==> config.mk <==
export PLATFORM = sky130hd
export DESIGN_NAME = cache_axi_arbiter_flat
export DESIGN_NICKNAME = d
export VERILOG_FILES = /design/src/rtl/cache_axi_arbiter_if.sv /design/src/rtl/cache_axi_arbiter.sv /design/src/flat_wrapper.sv
export SDC_FILE = /design/constraint.sdc
export NUM_CORES = 1
export LEC_CHECK = 0
export BUFFER_PORTS_ARGS = -buffer_cell sky130_fd_sc_hd__buf_2
export CAP_MARGIN = 20
export CORE_AREA = 2 2 155 142
export CTS_CLUSTER_SIZE = 16
export DETAILED_ROUTE_END_ITERATION = 16
export DIE_AREA = 0 0 157 144
export HOLD_SLACK_MARGIN = 0.03
export PLACE_DENSITY = 0.6
export SYNTH_ARGS = -nofsm -noshare
export SYNTH_HDL_FRONTEND = slang
export SYNTH_SLANG_ARGS = --single-unit
==> constraint.sdc <==
create_clock -name clk -period 2.3 [get_ports clk]
set_input_delay 0 -clock clk [delete_from_list [all_inputs] [get_ports clk]]
set_output_delay 0 -clock clk [all_outputs]
set_load 0.005 [all_outputs]
==> src/rtl/cache_axi_arbiter_if.sv <==
// -----------------------------------------------------------------------------
// cache_axi_arbiter_if
//  Single-beat AXI3 bus between the cache arbiter and the memory side.
//  Only the fields the arbiter drives or consumes are carried. Burst, lock,
//  cache and prot fields are constant and are tied where the bus leaves the
//  core.
//
//  Signal groups
//   AR : arid[3:0], araddr[31:0], arsize[2:0], arvalid  -> ; arready <-
//   R  : rdata[31:0], rvalid <- ; rready ->
//   AW : awid[3:0], awaddr[31:0], awsize[2:0], awvalid  -> ; awready <-
//   W  : wdata[31:0], wstrb[3:0], wlast, wvalid -> ; wready <-
//   B  : bvalid <- ; bready ->
//  ("->" is driven by the master modport, "<-" by the slave modport.)
// -----------------------------------------------------------------------------
interface cache_axi_arbiter_if;
  logic [3:0]  arid;
  logic [31:0] araddr;
  logic [2:0]  arsize;
  logic        arvalid;
  logic        arready;

  logic [31:0] rdata;
  logic        rvalid;
  logic        rready;

  logic [3:0]  awid;
  logic [31:0] awaddr;
  logic [2:0]  awsize;
  logic        awvalid;
  logic        awready;

  logic [31:0] wdata;
  logic [3:0]  wstrb;
  logic        wlast;
  logic        wvalid;
  logic        wready;

  logic        bvalid;
  logic        bready;

  modport master (
    output arid, araddr, arsize, arvalid,
    input  arready,
    input  rdata, rvalid,
    output rready,
    output awid, awaddr, awsize, awvalid,
    input  awready,
    output wdata, wstrb, wlast, wvalid,
    input  wready,
    input  bvalid,
    output bready
  );

  modport slave (
    input  arid, araddr, arsize, arvalid,
    output arready,
    output rdata, rvalid,
    input  rready,
    input  awid, awaddr, awsize, awvalid,
    output awready,
    input  wdata, wstrb, wlast, wvalid,
    output wready,
    output bvalid,
    input  bready
  );
endinterface

==> src/rtl/cache_axi_arbiter.sv <==
// -----------------------------------------------------------------------------
// cache_axi_arbiter
//  Merges the instruction-cache and data-cache SRAM-like request ports onto a
//  single AXI3 master, one single-beat transaction at a time. The data cache
//  has fixed priority over the instruction cache.
//
//  Ports
//   clk, resetn                 clock, synchronous active-low reset
//   inst_req, inst_addr         icache read request (held until inst_aok)
//   inst_rdata                  icache read data, valid with inst_dok, held
//   inst_aok, inst_dok          1-cycle pulses: address accepted / data back
//   data_req, data_wen,
//   data_addr, data_wdata       dcache request; wen == 0 means read
//   data_rdata                  dcache read data, valid with data_dok, held
//   data_aok, data_dok          1-cycle pulses: request accepted / completed
//   axi                         AXI3 master (AR, R, AW, W, B channels)
//
//  Parameters
//   INST_ID / DATA_ID           AXI id used for icache / dcache transactions
// -----------------------------------------------------------------------------
module cache_axi_arbiter #(
  parameter logic [3:0] INST_ID = 4'd0,
  parameter logic [3:0] DATA_ID = 4'd1
) (
  input  logic                       clk,
  input  logic                       resetn,

  input  logic                       inst_req,
  input  logic [31:0]                inst_addr,
  output logic [31:0]                inst_rdata,
  output logic                       inst_aok,
  output logic                       inst_dok,

  input  logic                       data_req,
  input  logic [3:0]                 data_wen,
  input  logic [31:0]                data_addr,
  input  logic [31:0]                data_wdata,
  output logic [31:0]                data_rdata,
  output logic                       data_aok,
  output logic                       data_dok,

  cache_axi_arbiter_if.master        axi
);

  typedef enum logic [2:0] {
    S_IDLE = 3'd0,
    S_AR   = 3'd1,
    S_R    = 3'd2,
    S_AW_W = 3'd3,
    S_B    = 3'd4,
    S_RESP = 3'd5
  } state_t;

  state_t      state_r;
  state_t      state_next_s;

  logic        grant_data_r;   // 1: current transaction belongs to the dcache
  logic [31:0] addr_r;
  logic [3:0]  wen_r;
  logic [31:0] wdata_r;
  logic        aw_done_r;
  logic        w_done_r;

  logic        arvalid_s;
  logic        rready_s;
  logic        awvalid_s;
  logic        wvalid_s;
  logic        bready_s;
  logic        aw_hs_s;
  logic        w_hs_s;

  // AXI size from the byte-enable pattern; irregular patterns fall back to a
  // full word and rely on wstrb to mask the bytes.
  function automatic logic [2:0] size_from_wen(input logic [3:0] wen);
    logic [2:0] size;
    case (wen)
      4'b1111:                            size = 3'd2;
      4'b0011, 4'b1100:                   size = 3'd1;
      4'b0001, 4'b0010, 4'b0100, 4'b1000: size = 3'd0;
      default:                            size = 3'd2;
    endcase
    return size;
  endfunction

  // Transaction state register
  always_ff @(posedge clk) begin
    if (!resetn) begin
      state_r <= S_IDLE;
    end else begin
      state_r <= state_next_s;
    end
  end

  // Next-state decode, channel valid/ready and aok/dok pulse generation
  always_comb begin
    state_next_s = state_r;
    arvalid_s    = 1'b0;
    rready_s     = 1'b0;
    awvalid_s    = 1'b0;
    wvalid_s     = 1'b0;
    bready_s     = 1'b0;
    aw_hs_s      = 1'b0;
    w_hs_s       = 1'b0;
    inst_aok     = 1'b0;
    inst_dok     = 1'b0;
    data_aok     = 1'b0;
    data_dok     = 1'b0;

    case (state_r)
      S_IDLE: begin
        if (data_req) begin
          if (data_wen != 4'b0000) begin
            state_next_s = S_AW_W;
          end else begin
            state_next_s = S_AR;
          end
        end else if (inst_req) begin
          state_next_s = S_AR;
        end else begin
          state_next_s = S_IDLE;
        end
      end

      S_AR: begin
        arvalid_s = 1'b1;
        if (axi.arready) begin
          if (grant_data_r) begin
            data_aok = 1'b1;
          end else begin
            inst_aok = 1'b1;
          end
          state_next_s = S_R;
        end else begin
          state_next_s = S_AR;
        end
      end

      S_R: begin
        rready_s = 1'b1;
        if (axi.rvalid) begin
          state_next_s = S_RESP;
        end else begin
          state_next_s = S_R;
        end
      end

      // AW and W complete independently; the request is only accepted once
      // both channels have handshaken, counting a handshake in this cycle.
      S_AW_W: begin
        awvalid_s = !aw_done_r;
        wvalid_s  = !w_done_r;
        aw_hs_s   = awvalid_s & axi.awready;
        w_hs_s    = wvalid_s & axi.wready;
        if ((aw_done_r | aw_hs_s) && (w_done_r | w_hs_s)) begin
          data_aok     = 1'b1;
          state_next_s = S_B;
        end else begin
          state_next_s = S_AW_W;
        end
      end

      S_B: begin
        bready_s = 1'b1;
        if (axi.bvalid) begin
          state_next_s = S_RESP;
        end else begin
          state_next_s = S_B;
        end
      end

      S_RESP: begin
        if (grant_data_r) begin
          data_dok = 1'b1;
        end else begin
          inst_dok = 1'b1;
        end
        state_next_s = S_IDLE;
      end

      default: begin
        state_next_s = S_IDLE;
      end
    endcase
  end

  // Request capture, write-handshake bookkeeping and read-data return
  always_ff @(posedge clk) begin
    if (!resetn) begin
      grant_data_r <= 1'b0;
      addr_r       <= 32'h0000_0000;
      wen_r        <= 4'b0000;
      wdata_r      <= 32'h0000_0000;
      aw_done_r    <= 1'b0;
      w_done_r     <= 1'b0;
      inst_rdata   <= 32'h0000_0000;
      data_rdata   <= 32'h0000_0000;
    end else begin
      case (state_r)
        S_IDLE: begin
          aw_done_r <= 1'b0;
          w_done_r  <= 1'b0;
          if (data_req) begin
            grant_data_r <= 1'b1;
            addr_r       <= data_addr;
            wen_r        <= data_wen;
            wdata_r      <= data_wdata;
          end else if (inst_req) begin
            grant_data_r <= 1'b0;
            addr_r       <= inst_addr;
            wen_r        <= 4'b0000;
            wdata_r      <= 32'h0000_0000;
          end else begin
            grant_data_r <= grant_data_r;
          end
        end

        S_AW_W: begin
          aw_done_r <= aw_done_r | aw_hs_s;
          w_done_r  <= w_done_r | w_hs_s;
        end

        // Only the granted master's read-data register is ever written.
        S_R: begin
          if (axi.rvalid) begin
            if (grant_data_r) begin
              data_rdata <= axi.rdata;
            end else begin
              inst_rdata <= axi.rdata;
            end
          end else begin
            data_rdata <= data_rdata;
          end
        end

        default: begin
          aw_done_r <= aw_done_r;
        end
      endcase
    end
  end

  assign axi.arid    = grant_data_r ? DATA_ID : INST_ID;
  assign axi.araddr  = addr_r;
  assign axi.arsize  = 3'd2;
  assign axi.arvalid = arvalid_s;
  assign axi.rready  = rready_s;

  assign axi.awid    = grant_data_r ? DATA_ID : INST_ID;
  assign axi.awaddr  = addr_r;
  assign axi.awsize  = size_from_wen(wen_r);
  assign axi.awvalid = awvalid_s;

  assign axi.wdata   = wdata_r;
  assign axi.wstrb   = wen_r;
  assign axi.wlast   = 1'b1;
  assign axi.wvalid  = wvalid_s;

  assign axi.bready  = bready_s;

endmodule

==> src/flat_wrapper.sv <==
// flat-port wrapper written by rule: the top's interface ports become plain ports
module cache_axi_arbiter_flat 
#(
  parameter logic [3:0] INST_ID = 4'd0,
  parameter logic [3:0] DATA_ID = 4'd1
)
  (clk, resetn, inst_req, inst_addr, inst_rdata, inst_aok, inst_dok, data_req, data_wen, data_addr, data_wdata, data_rdata, data_aok, data_dok, axi_arid, axi_araddr, axi_arsize, axi_arvalid, axi_arready, axi_rdata, axi_rvalid, axi_rready, axi_awid, axi_awaddr, axi_awsize, axi_awvalid, axi_awready, axi_wdata, axi_wstrb, axi_wlast, axi_wvalid, axi_wready, axi_bvalid, axi_bready);
  cache_axi_arbiter_if axi_i ();
  input  logic clk;
  input  logic resetn;
  input  logic inst_req;
  input  logic [31:0] inst_addr;
  output logic [31:0] inst_rdata;
  output logic inst_aok;
  output logic inst_dok;
  input  logic data_req;
  input  logic [3:0] data_wen;
  input  logic [31:0] data_addr;
  input  logic [31:0] data_wdata;
  output logic [31:0] data_rdata;
  output logic data_aok;
  output logic data_dok;
  output wire logic [$bits(axi_i.arid)-1:0] axi_arid;
  output wire logic [$bits(axi_i.araddr)-1:0] axi_araddr;
  output wire logic [$bits(axi_i.arsize)-1:0] axi_arsize;
  output wire logic [$bits(axi_i.arvalid)-1:0] axi_arvalid;
  input wire logic [$bits(axi_i.arready)-1:0] axi_arready;
  input wire logic [$bits(axi_i.rdata)-1:0] axi_rdata;
  input wire logic [$bits(axi_i.rvalid)-1:0] axi_rvalid;
  output wire logic [$bits(axi_i.rready)-1:0] axi_rready;
  output wire logic [$bits(axi_i.awid)-1:0] axi_awid;
  output wire logic [$bits(axi_i.awaddr)-1:0] axi_awaddr;
  output wire logic [$bits(axi_i.awsize)-1:0] axi_awsize;
  output wire logic [$bits(axi_i.awvalid)-1:0] axi_awvalid;
  input wire logic [$bits(axi_i.awready)-1:0] axi_awready;
  output wire logic [$bits(axi_i.wdata)-1:0] axi_wdata;
  output wire logic [$bits(axi_i.wstrb)-1:0] axi_wstrb;
  output wire logic [$bits(axi_i.wlast)-1:0] axi_wlast;
  output wire logic [$bits(axi_i.wvalid)-1:0] axi_wvalid;
  input wire logic [$bits(axi_i.wready)-1:0] axi_wready;
  input wire logic [$bits(axi_i.bvalid)-1:0] axi_bvalid;
  output wire logic [$bits(axi_i.bready)-1:0] axi_bready;
  assign axi_arid = axi_i.arid;
  assign axi_araddr = axi_i.araddr;
  assign axi_arsize = axi_i.arsize;
  assign axi_arvalid = axi_i.arvalid;
  assign axi_i.arready = axi_arready;
  assign axi_i.rdata = axi_rdata;
  assign axi_i.rvalid = axi_rvalid;
  assign axi_rready = axi_i.rready;
  assign axi_awid = axi_i.awid;
  assign axi_awaddr = axi_i.awaddr;
  assign axi_awsize = axi_i.awsize;
  assign axi_awvalid = axi_i.awvalid;
  assign axi_i.awready = axi_awready;
  assign axi_wdata = axi_i.wdata;
  assign axi_wstrb = axi_i.wstrb;
  assign axi_wlast = axi_i.wlast;
  assign axi_wvalid = axi_i.wvalid;
  assign axi_i.wready = axi_wready;
  assign axi_i.bvalid = axi_bvalid;
  assign axi_bready = axi_i.bready;
  cache_axi_arbiter #(.INST_ID(INST_ID), .DATA_ID(DATA_ID)) u_core (.clk(clk), .resetn(resetn), .inst_req(inst_req), .inst_addr(inst_addr), .inst_rdata(inst_rdata), .inst_aok(inst_aok), .inst_dok(inst_dok), .data_req(data_req), .data_wen(data_wen), .data_addr(data_addr), .data_wdata(data_wdata), .data_rdata(data_rdata), .data_aok(data_aok), .data_dok(data_dok), .axi(axi_i));
endmodule
==> results.toml <==
[drt]
vias = 6057
drc = 0
first_pass_iters = 4
vias_per_cell = 4.447
wire_per_inst_um = 14.71
postRouteAntennaNets = 0
drt-total-wl_mm = 20.03
drt-initial-drc-count = 326

[placement]
place_area_um2 = 7739
io_buffer_count = 317
pre_cts_slack_ns = 0.5727
gp_congestion = 0.7590
placed_cells = 1191
dp_hpwl_mm = 12.73

[clocking]
clk_pin_slew_ns = 0.06
cts_sinks = 138
cts_tree = "yes"
cts_inserted_buffers = 17
cts_max_level = 4
cts_max_path_buffers = 2
root_buffer = "clkbuf_16"
clk_latency_ns = 0.42
post_cts_buffers = 0

[sta]
slew_violations = 0
rsz0062_at_grt = "false"
hold_viol = 0
holdWs_ns = 0.05097
setup_ws_ns = 0.3466
finalCritPeriodShare_pct = 84.93
fin_tns_setup_ns = 0
fin_crit_ns = 1.953
slew_headroom_pct = 53.58
fin_skew_ns = 0.006391
worst_pin_slew_ns = 0.6873
fmaxAchievable_mhz = 511.9
setup_viol_count_final = 0

[yosys]
syn_inst = 660
synth-seq-cells = 138
avgSynthCellArea_um2 = 9.390
synth_area_leaders = "dfxtp_1 45%, mux2i_1 16%, nand2_1 8.3%"
netlist_area_um2 = 6197
yosysMostFrequentCell = "dfxtp_1"
synth_edf_count = 0
synth_simple_gate_area_share_pct = 14.86
yosys_warnings = 0
synthMuxAreaShare_pct = 15.51
async_reset_ff_share_pct = 0
synth_top_family_by_area = "multiplexers"
yosysTopAreaCell = "dfxtp_1"
yosys-top-cells-count = "138 x dfxtp_1, 137 x nand2_1, 96 x mux2i_1"
synth_compound_area_share_pct = 14.42
synth-seq-area-share_pct = 44.58
synth-xor-area-share_pct = 0.1413
synthAdderAreaFrac_pct = 0
ys.flop_type = "dfxtp_1"
synth_top_area_share_pct = 44.58
synth_cell_types = 41

[global_route]
grt_pass1_wl_mm = 30.05
grtUsageTotal_pct = 16.94
grt_max_degree = 68
overflow = 0
antenna_found_initial = 0
grt_pass1_vias = 5897

[layout]
instances_no_fill = 1362
drive_gt1_share_pct = 34.55
antenna_cells = 0
area_growth_pct = 56.31
fin_nets = 1199
final_cell_area_um2 = 9687

[floorplanning]
core_area_um2 = 21120
die_w_um = 157
io_pins = 329
die_h_um = 144
die_area_um2 = 22610
start_util_pct = 29.34
num_rows = 51

[run]
maxCapViolCount = 0

[hold_path]
hold_path_class = "in2reg"

[pwr]
ir_worst_vdd_mv = 0.3615
power_leakage_nw = 4.998
p_per_area_nw_per_um2 = 798.6

[setup_path]
endpoint_kind = "flop"
slowest_stage = "dlygate4sd3_1"
max_stage_delay_ns = 0.55
crit_type = "reg2reg"
worst-path-max-fanout = 38
crit_chain = "nor4b_4 > buf_12 > o41ai_1 > a31oi_1 > dlygate4sd3_1"
arrival_ns = 2.31
cp-start-kind = "flop"
required_ns = 2.66

[run_status]
status = "finished clean"
## final timing paths
kind,from,to,slack (ns),cells past startpoint
worst min-delay path,axi_arready,u_core.state_r[0],0.05,4
worst min register to register,u_core.inst_rdata[14],u_core.inst_rdata[14],0.45,2
worst max-delay path,u_core.state_r[2],u_core.state_r[1],0.35,5
worst max register to register,u_core.state_r[2],u_core.state_r[1],0.35,5
## per-stage QoR
| stage | power [mW] | util [%] |
|---|---|---|
| final | 7.736 | 45.86 |
| after global routing | 8.148 | 45.86 |
| after global placement | 4.941 | 36.64 |
| after detailed placement | 4.965 | 36.64 |
| after floorplan | 4.293 | - |
| after CTS | 7.812 | 45.86 |
## layout make-up
cell class              instances  area (µm²)
fillers                      2000       11430
repair buffers                470        3161
multi-input cells             431        2843
flip-flops and latches        138        2763
clock buffers                  17       425.4
well taps                     291       364.1
clock inverters                15       131.4
## report_power, final
| part | internal, mW | leakage [nW] | switching, mW | total (mW) |
|---|---|---|---|---|
| Sequential | 2.71 | 1.13 | 0.249 | 2.96 |
| Combinational | 1.07 | 3.62 | 1.10 | 2.17 |
| Clock | 1.42 | 0.255 | 1.19 | 2.61 |
## sequential cells by signal (all words and copies together) (netlist names), 3 cells and up
name	flops
u_core.axi.araddr	32
u_core.axi.wdata	32
u_core.axi.wstrb	4
u_core.data_rdata	32
u_core.inst_rdata	32
u_core.state_r	3
## cell usage in the layout (no fill, tap or decap), types with 2 or more instances in the layout
master	synthesis	routed
buf_4	51	9
and3b_1	2	2
o21ai_1	36	36
clkbuf_16	0	17
buf_2	19	316
a21o_1	2	2
or3b_1	2	2
clkinvlp_4	0	6
a31oi_1	2	2
nand3b_1	3	3
o21ai_0	5	5
nand3_1	34	34
dfxtp_1	138	138
mux2i_1	96	96
inv_8	0	3
nand2b_1	2	2
nor2_1	8	8
nor3_4	1	2
inv_6	0	5
conb_1	2	11
o211a_1	32	32
dlygate4sd3_1	0	139
a21boi_1	39	39
nand2_1	137	136
buf_12	0	6
## critical path, delay by kind of cell (launching register included)
kind                   cells  cell delay, ns
buffers and inverters      2            0.79
AOI/OAI and AO/OA          2            0.36
and+or+nand+nor            1            0.34
DFF                        1            0.37
## logic make-up after synthesis
| logic type | count (synthesis) |
|---|---|
| xor gates and xnor gates | 1 |
| muxes | 96 |
| DFF | 138 |
| AOI/OAI and AO/OA | 122 |
| other | 2 |
| buffers and inverters | 100 |
| and+or+nand+nor | 201 |
## routing by layer
metal  GRT usage, %  share of wire (%)
met1          19.33                 42
met2          30.47                 50
met3          4.735                6.1
met4          5.698                1.9
met5              0                  0
## timing repair
item	in CTS	in global routing
endpoints found under the setup margin	0	0
hold buffers	139	0
resized for setup	0	0
endpoints found under the hold margin	137	0
Power figures use the tool's default switching activity.
